--- src/rtl/board_pkg.sv ---
// Shared board-level constants for the DE10-Lite pushbutton front end.
//   DEFAULT_DEBOUNCE_CYCLES : 10 ms of stability at 50 MHz
//   KEY_PRESSED             : electrical level of a pressed (active-low) key
//   KEY_UP_IDX/KEY_DOWN_IDX : which KEY bit counts up / down
package board_pkg;
  localparam int   DEFAULT_DEBOUNCE_CYCLES = 500000;
  localparam logic KEY_PRESSED             = 1'b0;
  localparam int   KEY_UP_IDX              = 0;
  localparam int   KEY_DOWN_IDX            = 1;
endpackage

--- src/rtl/key_debouncer.sv ---
// Single-key front end: two-flop synchroniser, debounce filter and
// press-pulse generator.
// Ports:
//   MAX10_CLK1_50 : system clock
//   RESET         : synchronous, active-high reset
//   key_n         : raw active-low pushbutton, asynchronous to the clock
//   press         : one-cycle pulse when the debounced level becomes pressed
module key_debouncer
  import board_pkg::*;
#(
  parameter int DEBOUNCE_CYCLES = DEFAULT_DEBOUNCE_CYCLES
) (
  input  logic MAX10_CLK1_50,
  input  logic RESET,
  input  logic key_n,
  output logic press
);

  localparam int CW = (DEBOUNCE_CYCLES > 2) ? $clog2(DEBOUNCE_CYCLES) : 1;
  localparam logic [CW-1:0] CNT_LAST = CW'(DEBOUNCE_CYCLES - 1);

  logic [1:0]    sync_q;
  logic          stable_q, stable_d;
  logic [CW-1:0] cnt_q, cnt_d;
  logic          press_q, press_d;
  logic          synced;

  assign synced = sync_q[1];

  // The counter only runs while the synced level disagrees with the accepted
  // level; any return to the accepted level clears it, so a glitch restarts
  // the full debounce window.
  always_comb begin
    stable_d = stable_q;
    cnt_d    = '0;
    if (synced != stable_q) begin
      if (cnt_q == CNT_LAST) begin
        stable_d = synced;
      end else begin
        cnt_d = cnt_q + CW'(1);
      end
    end
    // Pulse only on the released-to-pressed transition of the accepted level.
    press_d = (stable_q != KEY_PRESSED) && (stable_d == KEY_PRESSED);
  end

  always_ff @(posedge MAX10_CLK1_50) begin
    if (RESET) begin
      sync_q   <= 2'b11;
      stable_q <= 1'b1;
      cnt_q    <= '0;
      press_q  <= 1'b0;
    end else begin
      sync_q   <= {sync_q[0], key_n};
      stable_q <= stable_d;
      cnt_q    <= cnt_d;
      press_q  <= press_d;
    end
  end

  assign press = press_q;

endmodule

--- src/rtl/key_event_counter.sv ---
// Pushbutton up/down counter feeding the two-digit 7-segment decoder.
// KEY[0] counts up, KEY[1] counts down, both wrap between 0 and MAX_COUNT;
// LOAD takes a (clamped) value from the switches.
// Ports:
//   MAX10_CLK1_50 : 50 MHz system clock
//   RESET         : synchronous, active-high reset
//   KEY[1:0]      : raw active-low pushbuttons
//   LOAD          : synchronous load strobe (SW[9])
//   LOAD_VAL      : value to load (SW[3:0])
//   COUNT         : current count, replaces SW[3:0] at the decoder input
//   PRESS[1:0]    : one-cycle press pulses, [0] = up key, [1] = down key
module key_event_counter
  import board_pkg::*;
#(
  parameter int WIDTH           = 4,
  parameter int MAX_COUNT       = 15,
  parameter int DEBOUNCE_CYCLES = DEFAULT_DEBOUNCE_CYCLES
) (
  input  logic             MAX10_CLK1_50,
  input  logic             RESET,
  input  logic [1:0]       KEY,
  input  logic             LOAD,
  input  logic [WIDTH-1:0] LOAD_VAL,
  output logic [WIDTH-1:0] COUNT,
  output logic [1:0]       PRESS
);

  localparam logic [WIDTH-1:0] MAX_V = WIDTH'(MAX_COUNT);

  logic [1:0]       press_w;
  logic [WIDTH-1:0] count_q, count_d;

  generate
    for (genvar gi = 0; gi < 2; gi++) begin : g_key
      key_debouncer #(
        .DEBOUNCE_CYCLES(DEBOUNCE_CYCLES)
      ) u_debouncer (
        .MAX10_CLK1_50(MAX10_CLK1_50),
        .RESET        (RESET),
        .key_n        (KEY[gi]),
        .press        (press_w[gi])
      );
    end
  endgenerate

  // Load beats key pulses; opposite pulses in the same cycle cancel.
  always_comb begin
    count_d = count_q;
    if (LOAD) begin
      count_d = (LOAD_VAL > MAX_V) ? MAX_V : LOAD_VAL;
    end else if (press_w[KEY_UP_IDX] && press_w[KEY_DOWN_IDX]) begin
      count_d = count_q;
    end else if (press_w[KEY_UP_IDX]) begin
      count_d = (count_q == MAX_V) ? '0 : count_q + WIDTH'(1);
    end else if (press_w[KEY_DOWN_IDX]) begin
      count_d = (count_q == '0) ? MAX_V : count_q - WIDTH'(1);
    end
  end

  always_ff @(posedge MAX10_CLK1_50) begin
    if (RESET) begin
      count_q <= '0;
    end else begin
      count_q <= count_d;
    end
  end

  assign COUNT = count_q;
  assign PRESS = press_w;

endmodule
--- config.mk ---
export PLATFORM = sky130hd
export DESIGN_NAME = key_event_counter
export DESIGN_NICKNAME = d
export VERILOG_FILES = /design/src/rtl/board_pkg.sv /design/src/rtl/key_debouncer.sv /design/src/rtl/key_event_counter.sv
export SDC_FILE = /design/constraint.sdc
export NUM_CORES = 1
export LEC_CHECK = 0
export CAP_MARGIN = 20
export CORE_MARGIN = 5
export CORE_UTILIZATION = 30
export DETAILED_ROUTE_END_ITERATION = 10
export REMOVE_ABC_BUFFERS = 1
export SETUP_SLACK_MARGIN = 0.4
export SLEW_MARGIN = 5
export SYNTH_ARGS = -nofsm -noshare
export SYNTH_HDL_FRONTEND = slang
export SYNTH_HIERARCHICAL = 1
export SYNTH_SLANG_ARGS = --single-unit
--- constraint.sdc ---
create_clock -name MAX10_CLK1_50 -period 4.9 [get_ports MAX10_CLK1_50]
set_input_delay 0.735 -clock MAX10_CLK1_50 [delete_from_list [all_inputs] [get_ports MAX10_CLK1_50]]
set_output_delay 0.735 -clock MAX10_CLK1_50 [all_outputs]
set_load 0.1 [all_outputs]
==> reports/results.env, run 1 <==
POWER.SHARE.CLOCK_PCT=33.6
COREAREA_MM2=0.00765
FILLERINSTANCES=810
MULTI_INPUT_AREA_MM2=0.00125
IRDROPWORSTVDD_uV=99.2
VIA_PER_INST=4.76
DETAIL-ROUTE-ANTENNA-NETS=0
CRITPATHCAPTURETYPE='output pin'
GRT_PASS1_WL_MM=7.54
REGTOREGSETUPSLACK_NS=2.89
WHS_ENDPOINT='g_key[0].u_debouncer/sync_q[1]'
YS_SEQ_AREA_SHARE_PCT=43.0
FINAL_CELL_COUNT_NO_FILL=387
DRC=0
OUTCOME='finished, final reports clean'
POST_CTS_CLOCK_SLEW_AT_THE_LAUNCH_AND_CAPTURE_REGISTERS_OF_THE_WORST_SETUP_AND_HOLD_PATHS_NS=0.09
HOLD_SLACK_NS=0.421
FINAL_HOLD_VIOL_COUNT=0
NUM_IO_PINS=15
FINAL_PERIOD_MINUS_WORST_SETUP_SLACK_NS=2.69
TIMING.FINAL.SETUP_VIOLATIONS=0
IO_BUFFER_COUNT=14
ASYNC_FLOP_SHARE_PCT=0
DETAILEDROUTE.FIRSTITERATIONVIOLATIONS=69
FINALNETCOUNT=297
TIGHTEST_SLEW_NS=0.965
SYNTH.AVG_CELL_AREA_UM2=8.75
CTSROOTBUFFERMASTER='sky130_fd_sc_hd__clkbuf_8'
WORST-PATH-BUF-INV=1
SYNTHFLOPTYPE='sky130_fd_sc_hd__dfxtp_1'
REG_TO_REG_STARTPOINT='g_key[1].u_debouncer/cnt_q[12]'
SWITCHING_SHARE_PCT=24.8
AREA.SEQUENTIAL_MM2=0.00100
CHIPHEIGHT_UM=98.1
GR-TOTAL-OVERFLOW=0
PLACED_CELLS=379
SYNTH-EDFF-COUNT=0
CRIT_PATH_CELL_TRACE='clkdlybuf4s50_1'
FINAL.SETUP.TNS_NS=0
MAXCAPVIOLCOUNT=0
WORST_EP_REQUIRED_TIME_NS=4.16
TOTAL_CTS_BUFFERS=5
YOSYS_REGISTER_BITS=50
DRT-WIRELENGTH-PER-CELL_UM=11.2
GRT_MAX_DEGREE=20
CTS_TREE='yes'
WORSTHOLDPATHTYPE='flip-flop to flip-flop'
TIMING.CRITICAL_PATH.SLOWEST_STAGE_CELL='sky130_fd_sc_hd__clkdlybuf4s50_1'
YOSYS_WARNINGS=6
CLK_PATH_BUF_DEPTH=2
NET-SWITCHING-POWER_W=0.000175
YOSYS-TOP-CELLS-AREA='sky130_fd_sc_hd__dfxtp_1, sky130_fd_sc_hd__xnor2_1, sky130_fd_sc_hd__nor2_1'
FINAL_LAYOUT_SIZE_SUFFIX_GT1_SHARE_PCT=8.07
SYNTH_TOP_AREA_SHARE_PCT=43.0
RSZ0062_AT_GRT='no'
NETLIST-CELL-TYPE-COUNT=39
INTPOWER_W=0.000531
CRITPATHTOPFAMILY='buffers and inverters'
WORST_SLEW_MARGIN_RELATIVE_TO_ITS_LIMIT_PCT=35.5
SHARE_COMB_OF_TOTAL_POWER_PCT=7.6
NUM_ROWS=32
SETUP.WORST_PATH.CLASS='flip-flop to output pin'
DR_VIAS=1842
CELLLEAKAGEPOWER_nW=0.780
DRT_PRE_ANTENNA_ITERS=4
ROUTED_WL_MM=4.32
LARGEST_FANOUT_OF_ANY_NET_ON_THE_CRITICAL_PATH=9
CTSHOLDBUFFERS=0
POWER_DENSITY_mW_PER_MM2=265
GRT_PASS1_VIAS=1702
DIE_W_UM=98.1
WORSTHOLDPATHCELLS=1
FINALPOWER_W=0.000706
REGTOREGENDPOINT='g_key[1].u_debouncer/cnt_q[3]'
CLK_LATENCY_NS=0.30
ANTENNA_FOUND_INITIAL=0
FINAL.PERIOD_UTILIZATION_PCT=54.8
ANTENNA_CELLS=0
CRITPATHLAUNCHTYPE='flip-flop'
SHARE_SEQ_OF_TOTAL_POWER_PCT=58.9
CTS_REPAIR_RESIZE_COUNT=0
CTS.REPAIR_TIMING.SETUP_BUFFER_COUNT=0
CLOCK_TREE.HTREE_LEVEL_COUNT=2
HOLDCRITSTARTPOINT='g_key[0].u_debouncer/sync_q[0]'
SYNTHESIS.AREA_MM2=0.00233
CRITICAL_PATH_ARRIVAL_NS=1.95
CRITPATHMAXSTAGEDELAY_NS=1.19
AREAGROWTHSYNTHTOFINISH_PCT=14.2
GR-USAGE-ALL-LAYERS_PCT=9.26
GLOBALPLACE.CONGESTION=0.771
FIN_WORST_SKEW_NS=0.00633
NETLIST_INSTANCES=266
TIMING.FMAX_MHz=372
DPL.HPWL_MM=3.10
FINAL_REPORT_MAX_SLEW_VIOLATION_COUNT=0
FLOORPLAN.INITIALDENSITY_PCT=30.4
FLOORPLAN.DIE_AREA_MM2=0.00962
CLOCK_SINK_COUNT=50
FINAL_CORE_UTIL_PCT=34.8
SYNTH_LARGEST_AREA_CELL='sky130_fd_sc_hd__dfxtp_1'
WORST_REG2REG_PATH_DEPTH=4
## flip-flops by register name, indices dropped and copies added (netlist names)
signal and count:
COUNT 4, g_key.u_debouncer/sync_q 4, g_key.u_debouncer/press 2, g_key.u_debouncer/stable_q 2
g_key.u_debouncer/cnt_q 38
## cell families (layout without fill, tap and decap cells)
kind of cell	count (synthesis)	count (layout)	synth area share (%)
XOR/XNOR	32	32	12.0
buffers and inverters	16	35	3.23
multiplexers	2	2	0.860
AND/OR/NAND/NOR	133	133	29.8
flip-flops	50	50	43.0
adder cells (fa/ha/maj)	4	4	2.15
AO/OA/AOI/OAI	29	29	8.93
## cell type report
cell class	count	share of cell area, %
multi-input cells	200	47.1
flip-flops and latches	50	37.6
repair buffers	14	5.27
well taps	102	4.80
clock buffers	5	2.59
inverters	13	1.84
clock inverters	3	0.800
## cell usage after synthesis, drive strengths merged (3+ instances only)
cell type	instances
nor2	48
xnor2	25
dfxtp	50
a21oi	10
xor2	7
o21ai	6
nand3	16
or2	6
ha	4
nor3	9
or4	5
nand2	10
nor2b	3
and3	6
nand4	10
nor4	8
inv	13
o31ai	3
## metal layers
layer  vias to the layer above  share of wire, %  track usage, %
met5                         -                 0               0
met4                         0              0.90            2.88
met3                         2               3.8            2.57
met2                        23                44            14.8
met1                       853                51            12.1
li1                        964                 -               -
## stage by stage
step / instance area [µm²] / setup WS [ns]
2_1_floorplan: 2300 / 2.72
3_3_place_gp: 2570 / 2.55
3_5_place_dp: 2570 / 2.54
4_1_cts: 2660 / 2.20
5_1_grt: 2660 / 2.13
6_report: 2660 / 2.21
## cells in the final DEF, fill, tap and decap left out, types with 2 or more instances in the layout
cell                              netlist  routed
sky130_fd_sc_hd__a21oi_1               10      10
sky130_fd_sc_hd__a31o_2                 2       2
sky130_fd_sc_hd__and2b_2                2       2
sky130_fd_sc_hd__and3_1                 6       6
sky130_fd_sc_hd__clkbuf_8               0       5
sky130_fd_sc_hd__clkdlybuf4s50_1        0      14
sky130_fd_sc_hd__dfxtp_1               50      50
sky130_fd_sc_hd__ha_1                   4       4
sky130_fd_sc_hd__inv_1                 12      12
sky130_fd_sc_hd__mux2i_1                2       2
sky130_fd_sc_hd__nand2_1               10      10
sky130_fd_sc_hd__nand3_1               16      16
sky130_fd_sc_hd__nand3b_1               2       2
sky130_fd_sc_hd__nand4_1               10      10
sky130_fd_sc_hd__nor2_1                48      48
sky130_fd_sc_hd__nor2b_1                3       3
sky130_fd_sc_hd__nor3_1                 9       9
sky130_fd_sc_hd__nor4_1                 8       8
sky130_fd_sc_hd__nor4b_1                2       2
sky130_fd_sc_hd__o21ai_0                4       4
sky130_fd_sc_hd__o21ai_4                2       2
sky130_fd_sc_hd__o31a_1                 2       2
sky130_fd_sc_hd__o31ai_1                3       3
sky130_fd_sc_hd__or2_2                  6       6
sky130_fd_sc_hd__or3_1                  2       2
sky130_fd_sc_hd__or4_1                  3       3
sky130_fd_sc_hd__or4_4                  2       2
sky130_fd_sc_hd__or4b_1                 2       2
sky130_fd_sc_hd__xnor2_1               25      25
sky130_fd_sc_hd__xor2_1                 7       7
## how the worst max path moves through the flow
stage / endpoint / start / slack, ns / depth (start not counted)
global placement: PRESS[0] / g_key[0].u_debouncer/press / 2.55 / 1
global route: COUNT[3] / COUNT[3] / 2.13 / 1
detailed placement: PRESS[0] / g_key[0].u_debouncer/press / 2.54 / 1
floorplan: COUNT[3] / COUNT[1] / 2.72 / 6
CTS: COUNT[3] / COUNT[3] / 2.20 / 1
finish: COUNT[3] / COUNT[3] / 2.21 / 1
## power by group through the flow
stage | registers (W) | clock network [W] | logic, W
detailed placement | 0.000425 | 0 | 0.0000537
global placement | 0.000425 | 0 | 0.0000536
floorplan | 0.000441 | 0 | 0.0000191
CTS | 0.000416 | 0.000250 | 0.0000539
global route | 0.000417 | 0.000262 | 0.0000581
finish | 0.000415 | 0.000237 | 0.0000533
No activity file was read; power rests on OpenSTA's default activity.
==> run 2, diff against run 1 <==
clock period = 2.38 ns   (was 4.9 ns; I/O delays follow)
==> reports/results.env, run 2 (same netlist as run 1, synthesis figures left out) <==
CTSROOTBUFFERMASTER='sky130_fd_sc_hd__clkbuf_8'
CHIPHEIGHT_UM=98.1  # unchanged
GR-USAGE-ALL-LAYERS_PCT=9.53  # +0.27 points
GRT_PASS1_VIAS=1712  # +0.59%
FIN_AREA_MM2=0.00273  # +2.5%
DPL.HPWL_MM=3.09  # -0.14%
REGTOREGENDPOINT='g_key[0].u_debouncer/cnt_q[2]'
CELLLEAKAGEPOWER_nW=0.832  # +6.7%
USE_MET1_PCT=12.1  # +0.016 points
HOLD_SLACK_NS=0.405  # -0.0157 ns
FINAL.PERIOD_UTILIZATION_PCT=78.2
AREA.SEQUENTIAL_MM2=0.00100  # unchanged
DETAIL-ROUTE-ANTENNA-NETS=0  # unchanged
PLACED_STANDARD_CELL_AREA_MM2=0.00256  # -0.29%
SWITCHING_SHARE_PCT=22.7  # -2.1 points
CLK_PATH_BUF_DEPTH=2  # unchanged
GRT_PASS1_WL_MM=7.73  # +2.5%
ANTENNA_FOUND_INITIAL=0  # unchanged
CRITPATHTOPFAMILY='simple AND/OR/NAND/NOR gates'
TIMING.CRITICAL_PATH.SLOWEST_STAGE_CELL='sky130_fd_sc_hd__or4_4'
SETUP.WORST_PATH.CLASS='flip-flop to flip-flop'
FINAL_LAYOUT_SIZE_SUFFIX_GT1_SHARE_PCT=11.4  # +3.3 points
INTPOWER_W=0.00120  # +130%
FINAL_PERIOD_MINUS_WORST_SETUP_SLACK_NS=1.86
MOSTFREQUENTLAYOUTCELLS='sky130_fd_sc_hd__dfxtp_1, sky130_fd_sc_hd__nor2_1, sky130_fd_sc_hd__xnor2_1, sky130_fd_sc_hd__nand3_1, sky130_fd_sc_hd__inv_1'
RSZ0062_AT_GRT='no'
WORST_EP_REQUIRED_TIME_NS=2.57  # -1.59 ns
MULTI_INPUT_AREA_MM2=0.00125  # unchanged
TIMING.FINAL.SETUP_VIOLATIONS=0  # unchanged
WORST_REG2REG_PATH_DEPTH=6  # +2
AREAGROWTHSYNTHTOFINISH_PCT=17.2
FINAL_REPORT_MAX_SLEW_VIOLATION_COUNT=0  # unchanged
ANTENNA_CELLS=0  # unchanged
CLK_LATENCY_NS=0.30  # about the same
FINALNETCOUNT=302  # +1.7%
WORST_SETUP_PATH_STARTPOINT='g_key[0].u_debouncer/cnt_q[0]'
CTS_TREE='yes'
TIMING.FMAX_MHz=537
GRT_MAX_DEGREE=17  # -15%
POWER.SHARE.CLOCK_PCT=37.6  # +4.0 points
DRT-WIRELENGTH-PER-CELL_UM=11.2  # about the same
WORST-PATH-BUF-INV=1  # unchanged
GR-TOTAL-OVERFLOW=0  # unchanged
DRT_PRE_ANTENNA_ITERS=4  # unchanged
VIA_PER_INST=4.74  # -0.42%
MAXCAPVIOLCOUNT=0  # unchanged
GLOBALPLACE.CONGESTION=0.749  # -2.9%
NUM_IO_PINS=15  # unchanged
LAYOUT.CELLS.MOST_COMMON='sky130_fd_sc_hd__dfxtp_1'
CLOCK_SINK_COUNT=50  # unchanged
DETAILEDROUTE.FIRSTITERATIONVIOLATIONS=67  # -2.9%
CRITPATHMAXSTAGEDELAY_NS=0.55  # -0.64 ns
WORST_SLEW_MARGIN_RELATIVE_TO_ITS_LIMIT_PCT=60.0  # +25 points
DR_VIAS=1858  # +0.87%
CLOCK_TREE.HTREE_LEVEL_COUNT=2  # unchanged
FINAL.SETUP.TNS_NS=0  # unchanged
FINAL_HOLD_VIOL_COUNT=0  # unchanged
WORSTHOLDPATHTYPE='flip-flop to flip-flop'
POWER_DENSITY_mW_PER_MM2=571  # +120%
CRIT_PATH_CELL_TRACE='ha_1, nand3_1, or4_4, o21ai_4, buf_12, nor2_1'
FIN_WORST_SKEW_NS=0.00794  # +0.00161 ns
REGTOREGSETUPSLACK_NS=0.52  # -2.37 ns
OUTCOME='finished, final reports clean'
COREAREA_MM2=0.00765  # unchanged
CRITPATHCAPTURETYPE='flip-flop'
GRT_USE_MET3_PCT=2.57  # unchanged
REG_TO_REG_STARTPOINT='g_key[0].u_debouncer/cnt_q[0]'
DRC=0  # unchanged
TOTAL_CTS_BUFFERS=5  # unchanged
GRT_USE_MET2_PCT=15.2  # +0.42 points
FILLERINSTANCES=781  # -3.6%
FLOORPLAN.INITIALDENSITY_PCT=30.4  # unchanged
SHARE_SEQ_OF_TOTAL_POWER_PCT=55.0  # -3.9 points
ROUTED_WL_MM=4.38  # +1.3%
CRITPATHLAUNCHTYPE='flip-flop'
IO_BUFFER_COUNT=14  # unchanged
ENDPOINT='g_key[0].u_debouncer/cnt_q[2]'
DIE_W_UM=98.1  # unchanged
IRDROPWORSTVDD_uV=244  # +150%
BUSIEST_LAYER='met2'
MAX_FLOP_REGISTER='g_key.u_debouncer/cnt_q'
LARGEST_REGISTER_FF_COUNT=38  # unchanged
CP.DEPTH=6  # +5
NET-SWITCHING-POWER_W=0.000353  # +100%
LARGEST_FANOUT_OF_ANY_NET_ON_THE_CRITICAL_PATH=16  # +7
CRITICAL_PATH_ARRIVAL_NS=2.05  # +0.10 ns
POST_CTS_CLOCK_SLEW_AT_THE_LAUNCH_AND_CAPTURE_REGISTERS_OF_THE_WORST_SETUP_AND_HOLD_PATHS_NS=0.09  # about the same
TIGHTEST_SLEW_NS=0.594  # -0.370 ns
NUM_ROWS=32  # unchanged
SHARE_COMB_OF_TOTAL_POWER_PCT=7.4  # -0.2 points
FLOORPLAN.DIE_AREA_MM2=0.00962  # unchanged
==> run 2: worst register-to-register path: cells and delay by family, from the launching register on <==
family,cells,cell delay (ns)
flops,1,0.38
simple gates,3,0.79
compound gates,1,0.20
buf+inv,1,0.16
fa+ha+maj,1,0.22
==> run 2: worst min path at each step <==
stage / startpoint / to / slack [ns] / depth (start not counted)
floorplan: g_key[0].u_debouncer/sync_q[0] / g_key[0].u_debouncer/sync_q[1] / 0.39 / 1
finish: g_key[0].u_debouncer/sync_q[0] / g_key[0].u_debouncer/sync_q[1] / 0.41 / 1
CTS: g_key[0].u_debouncer/sync_q[0] / g_key[0].u_debouncer/sync_q[1] / 0.41 / 1
global route: g_key[0].u_debouncer/sync_q[0] / g_key[0].u_debouncer/sync_q[1] / 0.44 / 1
global placement: g_key[0].u_debouncer/sync_q[0] / g_key[0].u_debouncer/sync_q[1] / 0.39 / 1
detailed placement: g_key[0].u_debouncer/sync_q[0] / g_key[0].u_debouncer/sync_q[1] / 0.40 / 1
==> run 2: per-stage QoR <==
| step | util [%] | cells | total power (W) | setup slack (ns) |
|---|---|---|---|---|
| floorplan | - | 263 | 0.000948 | 0.195 |
| global placement | 33.5 | 380 | 0.000985 | 0.395 |
| detailed placement | 33.5 | 380 | 0.000986 | 0.360 |
| CTS | 35.7 | 392 | 0.00159 | 0.523 |
| global route | 35.7 | 392 | 0.00163 | 0.437 |
| finish | 35.7 | 392 | 0.00156 | 0.519 |
==> run 2: metal layers <==
layer,vias up,routed length [µm]
met1,847,2160
met4,0,72
met2,28,1960
li1,978,-
met3,5,188
met5,-,0
==> run 2: what timing repair did <==
action,4_1_cts,5_1_grt
setup endpoints to repair,31,0
gates resized for setup,0,0
hold buffers,0,0
setup buffers,4,0
==> run 2: cell type report <==
class                      count  share of cell area [%]
multi-input combinational    200                    45.9
inverter                      13                    1.79
clock inverter                 2                    1.38
sequential                    50                    36.7
clock buffer                   6                    2.66
tap                          102                    4.68
timing repair buffer          19                    6.88
==> run 2: power groups by stage <==
stage	Sequential, W	Combinational, W	Clock (W)
after floorplan	0.000909	0.0000393	0
after global placement	0.000876	0.000109	0
after detailed placement	0.000876	0.000110	0
after CTS	0.000856	0.000116	0.000613
after global routing	0.000858	0.000124	0.000650
final	0.000856	0.000115	0.000586
